===== src/rtl/timer_ctrl_fsm_pkg.sv =====
// Shared types and constants for the countdown-timer front-panel sequencer.
// States, edit-field select codes and BCD field limits.
package timer_pkg;

    typedef enum logic [3:0] {
        StIdle,
        StEditH,
        StEditM,
        StEditS,
        StLoad,
        StArm,
        StRun,
        StPause,
        StAlarm
    } state_e;

    localparam logic [1:0] SelNone   = 2'd0;
    localparam logic [1:0] SelHour   = 2'd1;
    localparam logic [1:0] SelMinute = 2'd2;
    localparam logic [1:0] SelSecond = 2'd3;

    localparam logic [7:0] BcdMaxMinSec = 8'h59;
    localparam logic [7:0] BcdMaxHour   = 8'h23;

endpackage


===== src/rtl/timer_ctrl_fsm_if.sv =====
// Front-panel bus: debounced buttons and timer flags in, presets, strobes and buzzer out.
// The slave modport is the sequencer side; master is the panel/timer side.
interface timer_ctrl_fsm_if;

    logic       btn_mode;
    logic       btn_up;
    logic       btn_start;
    logic       counting;
    logic       ring;
    logic [7:0] hour_bcd;
    logic [7:0] minute_bcd;
    logic [7:0] second_bcd;
    logic       set;
    logic       play;
    logic       stop;
    logic [1:0] edit_sel;
    logic       ring_out;

    modport master (
        output btn_mode, btn_up, btn_start, counting, ring,
        input  hour_bcd, minute_bcd, second_bcd, set, play, stop, edit_sel, ring_out
    );

    modport slave (
        input  btn_mode, btn_up, btn_start, counting, ring,
        output hour_bcd, minute_bcd, second_bcd, set, play, stop, edit_sel, ring_out
    );

endinterface


===== src/rtl/timer_ctrl_fsm_bcd_field_inc.sv =====
// Two-digit BCD increment that wraps to 00 once the value reaches max_i.
module bcd_field_inc (
    input  logic [7:0] value_i,
    input  logic [7:0] max_i,
    output logic [7:0] value_o
);

    always_comb begin
        value_o = value_i;
        if (value_i >= max_i) begin
            value_o = 8'h00;
        end else if (value_i[3:0] == 4'd9) begin
            value_o = {value_i[7:4] + 4'd1, 4'd0};
        end else begin
            value_o = {value_i[7:4], value_i[3:0] + 4'd1};
        end
    end

endmodule


===== src/rtl/timer_ctrl_fsm.sv =====
// Front-panel sequencer: edits BCD presets and drives set/play/stop strobes and the buzzer.
// Optional TIMER_AUTO_RELOAD_EN: ring in RUN reloads and restarts while the alarm sounds.
module timer_ctrl_fsm
    import timer_pkg::*;
#(
    parameter int unsigned CLK_HZ    = 50000000,
    parameter int unsigned SET_HOLD  = 60000,
    parameter int unsigned ALARM_SEC = 10,
    parameter logic [7:0]  HOUR_MAX  = BcdMaxHour
) (
    input logic              clk,
    input logic              rst_n,
    timer_ctrl_fsm_if.slave  bus
);

    state_e      state_q, state_d;
    logic [7:0]  hour_q, hour_d, minute_q, minute_d, second_q, second_d;
    logic [31:0] hold_q, hold_d;
    logic [2:0]  lost_q, lost_d;
    logic [31:0] alm_cyc_q, alm_cyc_d, alm_sec_q, alm_sec_d;
    logic        ring_q, ring_out_q, ring_out_d;
    logic        play_q, play_d, stop_q, stop_d;

    logic [1:0]  edit_sel;
    logic [7:0]  sel_val, sel_max, inc_val;
    logic        ring_rise, presets_zero, alarm_done, ack, start_ev;

    assign ring_rise    = bus.ring & ~ring_q;
    assign presets_zero = (hour_q == 8'h00) && (minute_q == 8'h00) && (second_q == 8'h00);
    assign alarm_done   = ring_out_q && (alm_cyc_q == CLK_HZ - 1) && (alm_sec_q == ALARM_SEC - 1);

`ifdef TIMER_AUTO_RELOAD_EN
    // While the buzzer sounds, start only acknowledges it and never reaches the FSM.
    assign ack = bus.btn_start & ring_out_q;
`else
    assign ack = 1'b0;
`endif
    assign start_ev = bus.btn_start & ~ack;

    always_comb begin
        unique case (state_q)
            StEditH: edit_sel = SelHour;
            StEditM: edit_sel = SelMinute;
            StEditS: edit_sel = SelSecond;
            default: edit_sel = SelNone;
        endcase
    end

    always_comb begin
        sel_val = second_q;
        sel_max = BcdMaxMinSec;
        case (edit_sel)
            SelHour: begin
                sel_val = hour_q;
                sel_max = HOUR_MAX;
            end
            SelMinute: sel_val = minute_q;
            default: ;
        endcase
    end

    bcd_field_inc u_inc (
        .value_i (sel_val),
        .max_i   (sel_max),
        .value_o (inc_val)
    );

    always_comb begin
        state_d    = state_q;
        hour_d     = hour_q;
        minute_d   = minute_q;
        second_d   = second_q;
        hold_d     = '0;
        lost_d     = '0;
        play_d     = 1'b0;
        stop_d     = 1'b0;
        ring_out_d = ring_out_q;
        alm_cyc_d  = '0;
        alm_sec_d  = '0;

        if (ring_out_q) begin
            if (alm_cyc_q == CLK_HZ - 1) begin
                alm_sec_d = alm_sec_q + 32'd1;
                if (alarm_done) ring_out_d = 1'b0;
            end else begin
                alm_cyc_d = alm_cyc_q + 32'd1;
                alm_sec_d = alm_sec_q;
            end
        end
        if (ack) ring_out_d = 1'b0;

        case (state_q)
            StIdle: begin
                if (start_ev) begin
                    if (!presets_zero) state_d = StLoad;
                end else if (bus.btn_mode) begin
                    state_d = StEditH;
                end
            end
            StEditH, StEditM, StEditS: begin
                if (start_ev) begin
                    if (!presets_zero) state_d = StLoad;
                end else if (bus.btn_mode) begin
                    state_d = (state_q == StEditH) ? StEditM :
                              (state_q == StEditM) ? StEditS : StIdle;
                end else if (bus.btn_up) begin
                    case (edit_sel)
                        SelHour:   hour_d   = inc_val;
                        SelMinute: minute_d = inc_val;
                        default:   second_d = inc_val;
                    endcase
                end
            end
            StLoad: begin
                if (hold_q == SET_HOLD - 1) state_d = StArm;
                else hold_d = hold_q + 32'd1;
            end
            StArm: state_d = StRun;
            StRun: begin
                if (start_ev) begin
                    stop_d  = 1'b1;
                    state_d = StPause;
                end else if (bus.btn_mode) begin
                    stop_d  = 1'b1;
                    state_d = StIdle;
                end else if (ring_rise) begin
                    ring_out_d = 1'b1;
`ifdef TIMER_AUTO_RELOAD_EN
                    state_d    = StLoad;
                    alm_cyc_d  = '0;
                    alm_sec_d  = '0;
`else
                    state_d    = StAlarm;
`endif
                end else if (!bus.counting && !bus.ring) begin
                    // Timer never picked up the play strobe: give up after 4 quiet cycles.
                    if (lost_q == 3'd3) state_d = StIdle;
                    else lost_d = lost_q + 3'd1;
                end
            end
            StPause: begin
                if (start_ev) begin
                    play_d  = 1'b1;
                    state_d = StRun;
                end else if (bus.btn_mode) begin
                    state_d = StIdle;
                end
            end
            StAlarm: begin
                if (start_ev || alarm_done) begin
                    ring_out_d = 1'b0;
                    state_d    = StIdle;
                end
            end
            default: state_d = StIdle;
        endcase
    end

    always_ff @(posedge clk or negedge rst_n) begin
        if (!rst_n) begin
            state_q    <= StIdle;
            hour_q     <= 8'h00;
            minute_q   <= 8'h00;
            second_q   <= 8'h00;
            hold_q     <= '0;
            lost_q     <= '0;
            alm_cyc_q  <= '0;
            alm_sec_q  <= '0;
            ring_q     <= 1'b0;
            ring_out_q <= 1'b0;
            play_q     <= 1'b0;
            stop_q     <= 1'b0;
        end else begin
            state_q    <= state_d;
            hour_q     <= hour_d;
            minute_q   <= minute_d;
            second_q   <= second_d;
            hold_q     <= hold_d;
            lost_q     <= lost_d;
            alm_cyc_q  <= alm_cyc_d;
            alm_sec_q  <= alm_sec_d;
            ring_q     <= bus.ring;
            ring_out_q <= ring_out_d;
            play_q     <= play_d;
            stop_q     <= stop_d;
        end
    end

    assign bus.hour_bcd   = hour_q;
    assign bus.minute_bcd = minute_q;
    assign bus.second_bcd = second_q;
    assign bus.set        = (state_q == StLoad);
    assign bus.play       = (state_q == StArm) | play_q;
    assign bus.stop       = stop_q;
    assign bus.edit_sel   = edit_sel;
    assign bus.ring_out   = ring_out_q;

endmodule


===== src/flat_wrapper.sv =====
// flat-port wrapper written by rule: the top's interface ports become plain ports
module timer_ctrl_fsm_flat import timer_pkg::*;
#(
    parameter int unsigned CLK_HZ    = 50000000,
    parameter int unsigned SET_HOLD  = 60000,
    parameter int unsigned ALARM_SEC = 10,
    parameter logic [7:0]  HOUR_MAX  = BcdMaxHour
)
  (clk, rst_n, bus_btn_mode, bus_btn_up, bus_btn_start, bus_counting, bus_ring, bus_hour_bcd, bus_minute_bcd, bus_second_bcd, bus_set, bus_play, bus_stop, bus_edit_sel, bus_ring_out);
  timer_ctrl_fsm_if bus_i ();
  input logic clk;
  input logic rst_n;
  input wire logic [$bits(bus_i.btn_mode)-1:0] bus_btn_mode;
  input wire logic [$bits(bus_i.btn_up)-1:0] bus_btn_up;
  input wire logic [$bits(bus_i.btn_start)-1:0] bus_btn_start;
  input wire logic [$bits(bus_i.counting)-1:0] bus_counting;
  input wire logic [$bits(bus_i.ring)-1:0] bus_ring;
  output wire logic [$bits(bus_i.hour_bcd)-1:0] bus_hour_bcd;
  output wire logic [$bits(bus_i.minute_bcd)-1:0] bus_minute_bcd;
  output wire logic [$bits(bus_i.second_bcd)-1:0] bus_second_bcd;
  output wire logic [$bits(bus_i.set)-1:0] bus_set;
  output wire logic [$bits(bus_i.play)-1:0] bus_play;
  output wire logic [$bits(bus_i.stop)-1:0] bus_stop;
  output wire logic [$bits(bus_i.edit_sel)-1:0] bus_edit_sel;
  output wire logic [$bits(bus_i.ring_out)-1:0] bus_ring_out;
  assign bus_i.btn_mode = bus_btn_mode;
  assign bus_i.btn_up = bus_btn_up;
  assign bus_i.btn_start = bus_btn_start;
  assign bus_i.counting = bus_counting;
  assign bus_i.ring = bus_ring;
  assign bus_hour_bcd = bus_i.hour_bcd;
  assign bus_minute_bcd = bus_i.minute_bcd;
  assign bus_second_bcd = bus_i.second_bcd;
  assign bus_set = bus_i.set;
  assign bus_play = bus_i.play;
  assign bus_stop = bus_i.stop;
  assign bus_edit_sel = bus_i.edit_sel;
  assign bus_ring_out = bus_i.ring_out;
  timer_ctrl_fsm #(.CLK_HZ(CLK_HZ), .SET_HOLD(SET_HOLD), .ALARM_SEC(ALARM_SEC), .HOUR_MAX(HOUR_MAX)) u_core (.clk(clk), .rst_n(rst_n), .bus(bus_i));
endmodule

===== config.mk =====
export PLATFORM = sky130hd
export DESIGN_NAME = timer_ctrl_fsm_flat
export DESIGN_NICKNAME = d
export VERILOG_FILES = /design/src/rtl/timer_ctrl_fsm_pkg.sv /design/src/rtl/timer_ctrl_fsm_if.sv /design/src/rtl/timer_ctrl_fsm_bcd_field_inc.sv /design/src/rtl/timer_ctrl_fsm.sv /design/src/flat_wrapper.sv
export SDC_FILE = /design/constraint.sdc
export NUM_CORES = 1
export LEC_CHECK = 0
export CORE_MARGIN = 2
export CORE_UTILIZATION = 59
export CTS_CLUSTER_SIZE = 12
export DETAILED_ROUTE_END_ITERATION = 10
export PLACE_DENSITY_LB_ADDON = 0.1
export SETUP_SLACK_MARGIN = 0.5
export SLEW_MARGIN = 0
export SYNTH_ARGS = -nofsm -noshare
export SYNTH_HDL_FRONTEND = slang
export SYNTH_HIERARCHICAL = 1
export SYNTH_SLANG_ARGS = --single-unit

===== constraint.sdc =====
create_clock -name clk -period 10 [get_ports clk]
set_clock_uncertainty 0.15 [all_clocks]
set_input_delay 2 -clock clk [delete_from_list [all_inputs] [get_ports clk]]
set_output_delay 2 -clock clk [all_outputs]
set_load 0.005 [all_outputs]

After elaboration in Yosys (flattened, before gate mapping) --
Cells that the tools add are included.
Word-level totals: input bits 7, word-level logic and storage cells 113, output and inout port bits 30, register bits after elaboration 131
Cells by class: $add $sub $neg 6, $lt $le $gt $ge 1, equal/unequal tests 23, bitwise logic cells 6, reduce and logical (&&, ||, !) cells 18, multiplexer cells 47
Operators with widths (number):
- two-way mux 32 bit | 6
- adder 32 x 1 -> 32 bit, second input constant | 3
- two-way mux 4 bit | 15
- == test 32 x 16 -> 1 bit, second input constant | 1
- == test 32 x 26 -> 1 bit, second input constant | 1
- == test 32 x 4 -> 1 bit, second input constant | 1
- one-hot mux 4 bit (7 select lines) | 1
- zero test 8 bit | 3
- two-way mux 3 bit | 6
- == test 4 x 3 -> 1 bit, second input constant | 4
- two-way mux 8 bit | 2
- one-hot mux 8 bit (2 select lines) | 1
- AND reduction 5 bit | 3
- two-way mux 1 bit | 12
- inequality test 5 x 3 -> 1 bit, second input constant | 2
- inequality test 3 bit, second input constant | 3
- adder 4 x 1 -> 4 bit, second input constant | 2
- == test 4 x 2 -> 1 bit, second input constant | 2
- == test 4 bit, second input constant | 2
- greater-or-equal comparator 8 x 7 -> 1 bit | 1
- two-way mux 7 bit | 1
- AND reduction 7 bit | 1
- one-hot mux 2 bit (3 select lines) | 1
- logical AND 1 bit | 5
- 17 further kinds | 22

Longest topological paths before layout --
Gate-level depths: netlist of run 1.
depth in word-level cells 10, mapped depth 16, mapped depth without buffers 13

Hierarchy --
Netlist of run 1, hierarchy kept.
Modules (own cells, without submodules):
- timer_ctrl_fsm | seq. area each 3278.1 um2, cells each 706, times used 1, area each 6766.5 um2
- bcd_field_inc | seq. area each 0.0 um2, cells each 55, times used 1, area each 440.4 um2

Least setup slack after synthesis of run 1 --
Ideal clock, no wire load.
path kind input to register, start point in bus_counting, end point reg u_core.state_q[1], stages 5, setup time 0.128 ns, data required time 9.722 ns, data arrival time 3.367 ns, buffers on the path 0, path slack 6.356 ns, cells stage by stage or4b_2 -> a21oi_1 -> o21ai_0 -> a21boi_2 -> mux2_1
On the way: longest elaborated chain between the ends 4
Ends and longest elaborated chain:
- from (decl) | RTL line flat_wrapper.sv:16 | input wire logic [$bits(bus_i.counting)-1:0] bus_counting;
- zero test 1 bit | RTL line timer_ctrl_fsm.sv:135 | end else if (!bus.counting && !bus.ring) begin
- logical AND 1 bit | RTL line timer_ctrl_fsm.sv:135
- inequality test 5 x 3 -> 1 bit (no source line)
- AND reduction 7 bit (no source line)
- to (signal assigned) | RTL line timer_ctrl_fsm.sv:161 | state_q <= StIdle;
- to (signal assigned) | RTL line timer_ctrl_fsm.sv:174 | state_q <= state_d;
- to (decl) | RTL line timer_ctrl_fsm.sv:16 | state_e state_q, state_d;
No other way between the ends. A chain may end at the register's enable or synchronous reset.

Final worst setup path of run 1 --
start point reg u_core.state_q[0], end point out bus_set
On the way: longest elaborated chain between the ends 1
Ends and longest elaborated chain:
- == test 4 x 3 -> 1 bit | RTL line timer_ctrl_fsm.sv:192 | assign bus.set = (state_q == StLoad);
- to (decl) | RTL line flat_wrapper.sv:21 | output wire logic [$bits(bus_i.set)-1:0] bus_set;
No other way between the ends.

==> results summary, run 1 <==
The number of nets in the final layout is 816. The TritonCTS buffer count came out at 17. Of all nets on the critical path, the largest fanout is 7. The worst-case IR drop observed on VDD is 0.125 mV. By area, the combinational part of the netlist is dominated by simple AND/OR/NAND/NOR gates. The post-synthesis share of cell area spent on full adders, half adders and majority gates is 0.0313. At the pin with the least slew margin, the transition time is 0.963 ns. The total grt overflow came out at 0. The fraction of the cycle the final worst path needs came out at 0.405. The top cell types in the final layout, fill and taps aside, are sky130_fd_sc_hd__dfrtp_1, sky130_fd_sc_hd__nor2_1, sky130_fd_sc_hd__nand2_1.

The number of antenna violations at the first check in global routing is 0. The worst-case clock buffer depth is 2. After detailed routing, the average wire length per cell comes to 17.5 um. The number of max-slew violations in the final report came out at 0. The number of design rule violations left after detail routing is 0. The leakage power figure came out at 3.57 nW. Buffers inserted to repair hold after CTS numbered 0.

The final hold violation count is 0. In this run the worst hold path is classified as reg2reg. The synthesized-area fraction occupied by ao, oa, aoi and oai cells came out at 0.104. The worst setup path is launched from a register. The count of nets left with antenna violations once routing finished came out at 0. The area overhead of the layout relative to synthesis is 15.1%. Power comes to 0.00160 W. The final estimated routing congestion in global placement is 0.901. The gate count after technology mapping came out at 761. The routed design has 16600 um of wire. The post-synthesis sequential element count came out at 131.

Setup repair after global routing left no endpoint under its margin. The via density per instance is 6.29. Once detailed placement completed, the half-perimeter wirelength came to 10900 um. In this run the vertical extent of the chip is 115 um. The part of the Yosys area used for sequential elements is 0.455.

The tree built by TritonCTS fans out to 131 sinks. The count of port buffers added during placement is 36. Headroom to the max-slew limit came out at 0.354. Of the total synthesized cell area, the portion taken by XOR and XNOR cells is 0.0729.

The fill cell instance count of the final layout is 920. By area the synthesized netlist is led by sky130_fd_sc_hd__dfrtp_1, sky130_fd_sc_hd__xor2_1, sky130_fd_sc_hd__nor2_1. The number of H-tree levels is 4. TritonCTS built the clock tree. The synthesized design spends more area on one cell type than any other, namely sky130_fd_sc_hd__dfrtp_1. Clock tree synthesis selected as its root buffer the cell sky130_fd_sc_hd__clkbuf_16. The setup path with the least slack is of type reg2out. Of the total synthesized cell area, the portion taken by AND, OR, NAND and NOR gates is 0.261. The area used by multi-input combinational logic came out at 0.00370 mm^2. The flow ran to the end, and the final reports show no timing, DRC or antenna violations. The proportion of layout cells with a drive suffix above 1 came out at 0.0871.

The clock transition time at the flip-flop clock pins of the worst setup and hold paths is 0.06 ns. For this configuration, the core starts out at a cell density of 0.603. The later pin in the worst-skew pair is clocked with a latency of 0.41 ns.

The detailed-routing iteration count for the pre-antenna-repair pass is 4. The total vias in the final route is 5981. The number of enable flip-flop cells after synthesis came out at 0. The max-capacitance violation count is 0. The kind of end point of the critical path is an output pin.

The post-cts gate resize count is 0. Data arrives at the worst endpoint at 1.90 ns. For this design the top-level I/O count stands at 37. The final antenna diode count is 0. The proportion of synthesized flip-flops having asynchronous set or reset came out at 1.00. The distinct cell type count of the synthesized netlist is 52.

The floorplan step defined a die boundary enclosing 0.0131 mm^2. Setup violations remaining at the end of the flow were counted as 0. The top flip-flop cell by instance count after synthesis is sky130_fd_sc_hd__dfrtp_1. The number of cells on the worst reg-to-reg path is 12.

Derived from the worst setup path, the maximum achievable clock frequency is 247 MHz. The number of standard-cell rows in the floorplan came out at 40. For the finished layout, the period the worst path requires is 4.05 ns. The synthesized area is 0.00721 mm^2.

The average instance area after synthesis came out at 9.47 um^2. The number of warning messages in the yosys log is 6. The die outline width came out at 115 um. The total negative setup slack is 0 ns. The area of the core region is 0.0120 mm^2. The area share of the largest cell type after synthesis is 0.455. Entering global routing, the biggest net connects 70 pins. The first global-routing pass estimated 28400 um of wire.

The power density over the cells came out at 193 mW/mm^2. Along the worst hold path, the cell count comes to 1. The via count of the first global-routing pass came to 5945. The commonest non-fill, non-tap cell in the layout is sky130_fd_sc_hd__dfrtp_1. The sequential cell area is 0.00328 mm^2.

The total setup buffers inserted after CTS came out at 0. The proportion of synthesized area in mux cells is 0.0432. In the global route stage, overall resource usage came out at 0.270. The required time of the worst setup path is 7.85 ns.

The initial DRC count is 475.
==> routing by layer <==
| metal | vias up | GRT usage | share of wire |
|---|---|---|---|
| li1 | 2837 | - | - |
| met1 | 2963 | 0.363 | 0.45 |
| met2 | 160 | 0.441 | 0.50 |
| met3 | 21 | 0.0561 | 0.039 |
| met4 | 0 | 0.0878 | 0.013 |
| met5 | - | 0 | 0 |
==> power breakdown <==
part / leakage (nW) / switching, W / internal, W / total, W
Sequential: 1.79 / 0.0000439 / 0.000569 / 0.000613
Combinational: 1.46 / 0.000193 / 0.000144 / 0.000337
Clock: 0.314 / 0.000219 / 0.000435 / 0.000654
Total: 3.57 / 0.000456 / 0.00115 / 0.00160
==> critical path, cell delays in order (launching register included) <==
cell and delay (ns):
sky130_fd_sc_hd__dfrtp_1 0.45, sky130_fd_sc_hd__nor2_1 0.22, sky130_fd_sc_hd__and3_1 0.29, sky130_fd_sc_hd__clkdlybuf4s50_1 0.53
==> through the flow <==
stage | hold slack (ns) | cells | worst slack [ns] | util | area (um^2)
6_report | 0.299 | 951 | 5.95 | 0.693 | 8290
5_1_grt | 0.321 | 951 | 5.76 | 0.693 | 8290
4_1_cts | 0.303 | 951 | 5.96 | 0.693 | 8290
3_5_place_dp | 0.297 | 919 | 5.84 | 0.641 | 7670
3_3_place_gp | 0.277 | 919 | 5.86 | 0.641 | 7670
2_1_floorplan | 0.266 | 762 | 6.36 | - | 7210
==> final timing paths <==
check	start	endpoint	slack (ns)
setup / recovery	u_core/state_q[0]$_DFFE_PN0P_	bus_set	5.95
hold / removal	u_core/lost_q[0]$_DFF_PN0_	u_core/lost_q[0]$_DFF_PN0_	0.30
setup reg to reg	u_core/state_q[2]$_DFFE_PN0P_	u_core/bus.minute_bcd[5]$_DFFE_PN0P_	6.07
hold reg to reg	u_core/lost_q[0]$_DFF_PN0_	u_core/lost_q[0]$_DFF_PN0_	0.30
max in group asynchronous	rst_n	u_core/hold_q[16]$_DFF_PN0_	6.78
min in group asynchronous	rst_n	u_core/alm_sec_q[29]$_DFFE_PN0P_	1.54
==> state kept, by name (all words and copies together) (netlist names) <==
signal                 count
u_core/play_q              1
u_core/bus.ring_out        1
u_core/state_q             4
u_core/ring_q              1
u_core/alm_sec_q          32
u_core/bus.second_bcd      8
u_core/alm_cyc_q          32
u_core/lost_q              3
u_core/hold_q             32
u_core/bus.hour_bcd        8
u_core/bus.stop            1
u_core/bus.minute_bcd      8
==> cell usage after synthesis (all sizes together) (2+ instances only) <==
cell type	count
dfrtp	131
nor2	73
nand2	56
a21oi	40
nand3	39
nand4	33
nor4	33
xor2	33
inv	31
o21ai	30
clkbuf	27
xnor2	27
or4	26
mux2	25
o31ai	19
ha	18
or3	18
and3	16
nor3	13
a22oi	9
a211oi	8
and4	8
and2	4
nand2b	4
nor3b	4
nor4b	4
mux2i	3
or2	3
a21o	2
buf	2
conb	2
nand3b	2
nor2b	2
nor4bb	2
o211ai	2
or4b	2
==> cell type report <==
class,instances,share of cell area
clock buffers,22,0.0572
clock inverters,10,0.0186
inverters,32,0.0145
multi-input cells,570,0.447
flip-flops and latches,131,0.395
well taps,147,0.0222
repair buffers,39,0.0459
==> kinds of logic after synthesis <==
family | after synthesis
DFF | 131
AOI/OAI and AO/OA | 117
buffers and inverters | 61
adders and majority gates | 18
muxes | 28
and+or+nand+nor | 344
other | 2
xor gates and xnor gates | 60
Power figures use the tool's default switching activity.
==> inputs of run 2 (changes only) <==
- clock period: 10 -> 4 ns (I/O delays scaled with it)
==> run 2 against run 1 <==
Net effect: die area is the same; global-route usage is 0.26 points lower; critical endpoint is now u_core/bus.minute_bcd[4]$_DFFE_PN0P_; largest cell class unchanged; flip-flop and latch count did not move; non-clock buffer count is 3 higher.
==> results summary, run 2 (synthesis results as in run 1) <==
The worst-case clock buffer depth came out at 2. The max-capacitance violation count came out at 0. The upper clock frequency limit came out at 316 MHz. In this run the number of H-tree levels came out at 4. In this run the count of I/O pins placed on the die edge is 37. The via count of the first global-routing pass is 5875. The library cell used most frequently in the layout, excluding fill and tap cells, is sky130_fd_sc_hd__dfrtp_1. The number of antenna violations at the first check in global routing came to 0. The placed wire-length estimate after detailed placement is 10800 um. On the worst path, the slowest cell contributes a delay of 0.48 ns. The slowest cell on the critical path is sky130_fd_sc_hd__dfrtp_1. The fill cell instance count of the final layout is 891. Among cell families on the critical path, the largest total delay comes from compound AO/OA/AOI/OAI gates. The clock net sink count is 131.

The worst reg-to-reg path cell count came out at 13. Across every metal layer, demand over resource in global routing totals 0.268. The required time of the worst setup path came out at 4.21 ns. The clock transition time at the flip-flop clock pins of the worst setup and hold paths is 0.06 ns.

The total buffers and inverters traversed by the critical path came out at 2. The post-route antenna net violation count came out at 0. The maximum net fanout on the critical path came out at 12. For the worst-skew pair, the clock arrives at the later sink with an insertion delay of 0.42 ns. In the final routed layout, each cell accounts on average for 17.6 um. The total vias in the final route is 6061. In this run the clock root is driven by a sky130_fd_sc_hd__clkbuf_16. Summed over all failing endpoints, the final setup total negative slack is 0 ns. Data arrives at the worst endpoint at 3.38 ns. Buffers added to address setup during post-CTS repair amount to 0. The power density over the cells came out at 483 mW/mm^2. The initialized floorplan defines 40 standard-cell rows.

Summed over all layers, the routed wires come to 16800 um. In this run the worst setup path begins at u_core/state_q[2]$_DFFE_PN0P_. The fraction of met2 tracks used by global routing came out at 0.424. The reg2reg setup slack is 0.83 ns. STA classifies the critical path endpoint as a register. The total setup violations reported at the end of the flow is 0. The min-delay analysis places its worst path in the category reg2reg. In the global route stage, met1 resource usage came out at 0.357.

The number of design rule violations left after detail routing is 0. The die outline width came out at 115 um. The most numerous cell type found on the critical path is sky130_fd_sc_hd__inv_1. The count of buffers added on input and output ports is 36.

The detailed-routing iteration count for the pre-antenna-repair pass came out at 5. The effective utilization at floorplan came out at 0.603. The endpoint identified for the worst register-to-register timing path is u_core/bus.minute_bcd[4]$_DFFE_PN0P_.

TritonCTS built the clock tree. The area of the core region is 0.0120 mm^2. The origin of the critical flop-to-flop path is u_core/state_q[2]$_DFFE_PN0P_.

The layer flagged by global routing as most heavily used is met2. The post-route total power is 0.00407 W. The net count of the finished layout is 819. The flow ran to the end, and the final reports show no timing, DRC or antenna violations. The final hold violation count came to 0. Setup repair after global routing left no endpoint under its margin. The first-pass GRT wire length is 27800 um. Global routing finished with a remaining overflow of 0. STA classifies the critical path startpoint as a register. The leakage power figure is 3.58 nW.

The largest registers in the layout are u_core/alm_cyc_q x32, u_core/alm_sec_q x32, u_core/hold_q x32. The relative max-transition margin is 0.337. The final estimated routing congestion in global placement is 0.960. The transition time of the tightest slew-check pin came out at 0.989 ns. The multi-input combinational cells in the finished layout cover a total of 0.00379 mm^2. Using the TritonRoute via totals, the vias-per-cell ratio works out to 6.35. The y dimension of the die is 115 um.

Compared with the post-synthesis result, the final layout area differs by 16.7%. The maximum number of pins on one net before global-route repair came out at 70. The proportion of layout cells with a drive suffix above 1 is 0.110.

0 antenna diodes ended up in the layout. The minimum clock period after layout is 3.17 ns. The initial DRC count is 478. Of the available clock period, the critical path in the final layout requires 0.792.

The startpoint identified for the worst hold timing path is u_core/lost_q[0]$_DFF_PN0_. The worst-case IR drop observed on VDD is 0.363 mV. The number of max-slew violations in the final report was 0.

For hold timing, the worst endpoint is u_core/lost_q[0]$_DFF_PN0_. Counting instances, the worst hold path has a depth of 1. Leaving out fill and tap cells, the most frequent cells in the layout are sky130_fd_sc_hd__dfrtp_1, sky130_fd_sc_hd__nor2_1, sky130_fd_sc_hd__nand2_1. In the global route stage, met3 resource usage came out at 0.0656. Counting the buffers created by CTS gives 17.

The class of the most critical setup path is reg2reg. Traced cell by cell, the critical path runs through nor2_1 -> nand2_1 -> inv_1 -> ha_4 -> a22oi_1 -> o21ai_2 -> inv_1 -> ha_1 -> nand2b_4 -> a2111oi_4 -> o21bai_4 -> a211oi_2 -> mux2_2. Registers take 0.00328 mm^2. The area of the die is 0.0131 mm^2.
## run 2: cell count changes in the layout (fill, tap and decap cells not counted), sizes merged
cell / delta
buf: +3
clkbuf: -3
clkinvlp: +3
## run 2: repair_timing
action | CTS | global route
endpoints found under the hold margin | 0 | 0
hold buffers | 0 | 0
gates resized for setup | 3 | 20
pin swaps | 0 | 1
setup endpoints to repair | 24 | 24
## run 2: report_power, final
group	internal [W]	leakage [nW]	total, W	switching, W
clock network	0.00106	0.299	0.00163	0.000575
logic	0.000391	1.49	0.000899	0.000508
registers	0.00142	1.79	0.00153	0.000111
## run 2: layout make-up
type                       instances  area share
clock inverter                    13      0.0219
timing repair buffer              42      0.0494
inverter                          32      0.0143
tap                              147      0.0219
clock buffer                      19      0.0526
multi-input combinational        570       0.450
sequential                       131       0.390
## run 2: worst max path at each step
stage,endpoint,slack [ns],cells past startpoint
floorplan,u_core/bus.hour_bcd[3]$_DFFE_PN0P_,0.73,16
global placement,u_core/bus.second_bcd[7]$_DFFE_PN0P_,0.66,11
detailed placement,u_core/bus.hour_bcd[2]$_DFFE_PN0P_,0.43,13
CTS,u_core/bus.minute_bcd[3]$_DFFE_PN0P_,0.55,11
global route,u_core/bus.second_bcd[1]$_DFFE_PN0P_,0.58,13
finish,u_core/bus.minute_bcd[4]$_DFFE_PN0P_,0.83,13
## run 2: per-stage QoR
stage / hold WS [ns] / std cells / setup slack [ns] / util / instance area (um^2)
floorplan: 0.266 / 762 / 0.726 / - / 7210
global placement: 0.276 / 922 / 0.660 / 0.644 / 7700
detailed placement: 0.292 / 922 / 0.432 / 0.644 / 7700
CTS: 0.300 / 954 / 0.553 / 0.697 / 8330
global route: 0.320 / 954 / 0.578 / 0.703 / 8410
finish: 0.298 / 954 / 0.833 / 0.703 / 8410
## run 2: layer usage
metal / routed length [um] / up-vias
li1: - / 2841
met1: 7400 / 2963
met2: 8090 / 210
met3: 884 / 47
met4: 416 / 0
met5: 0 / -
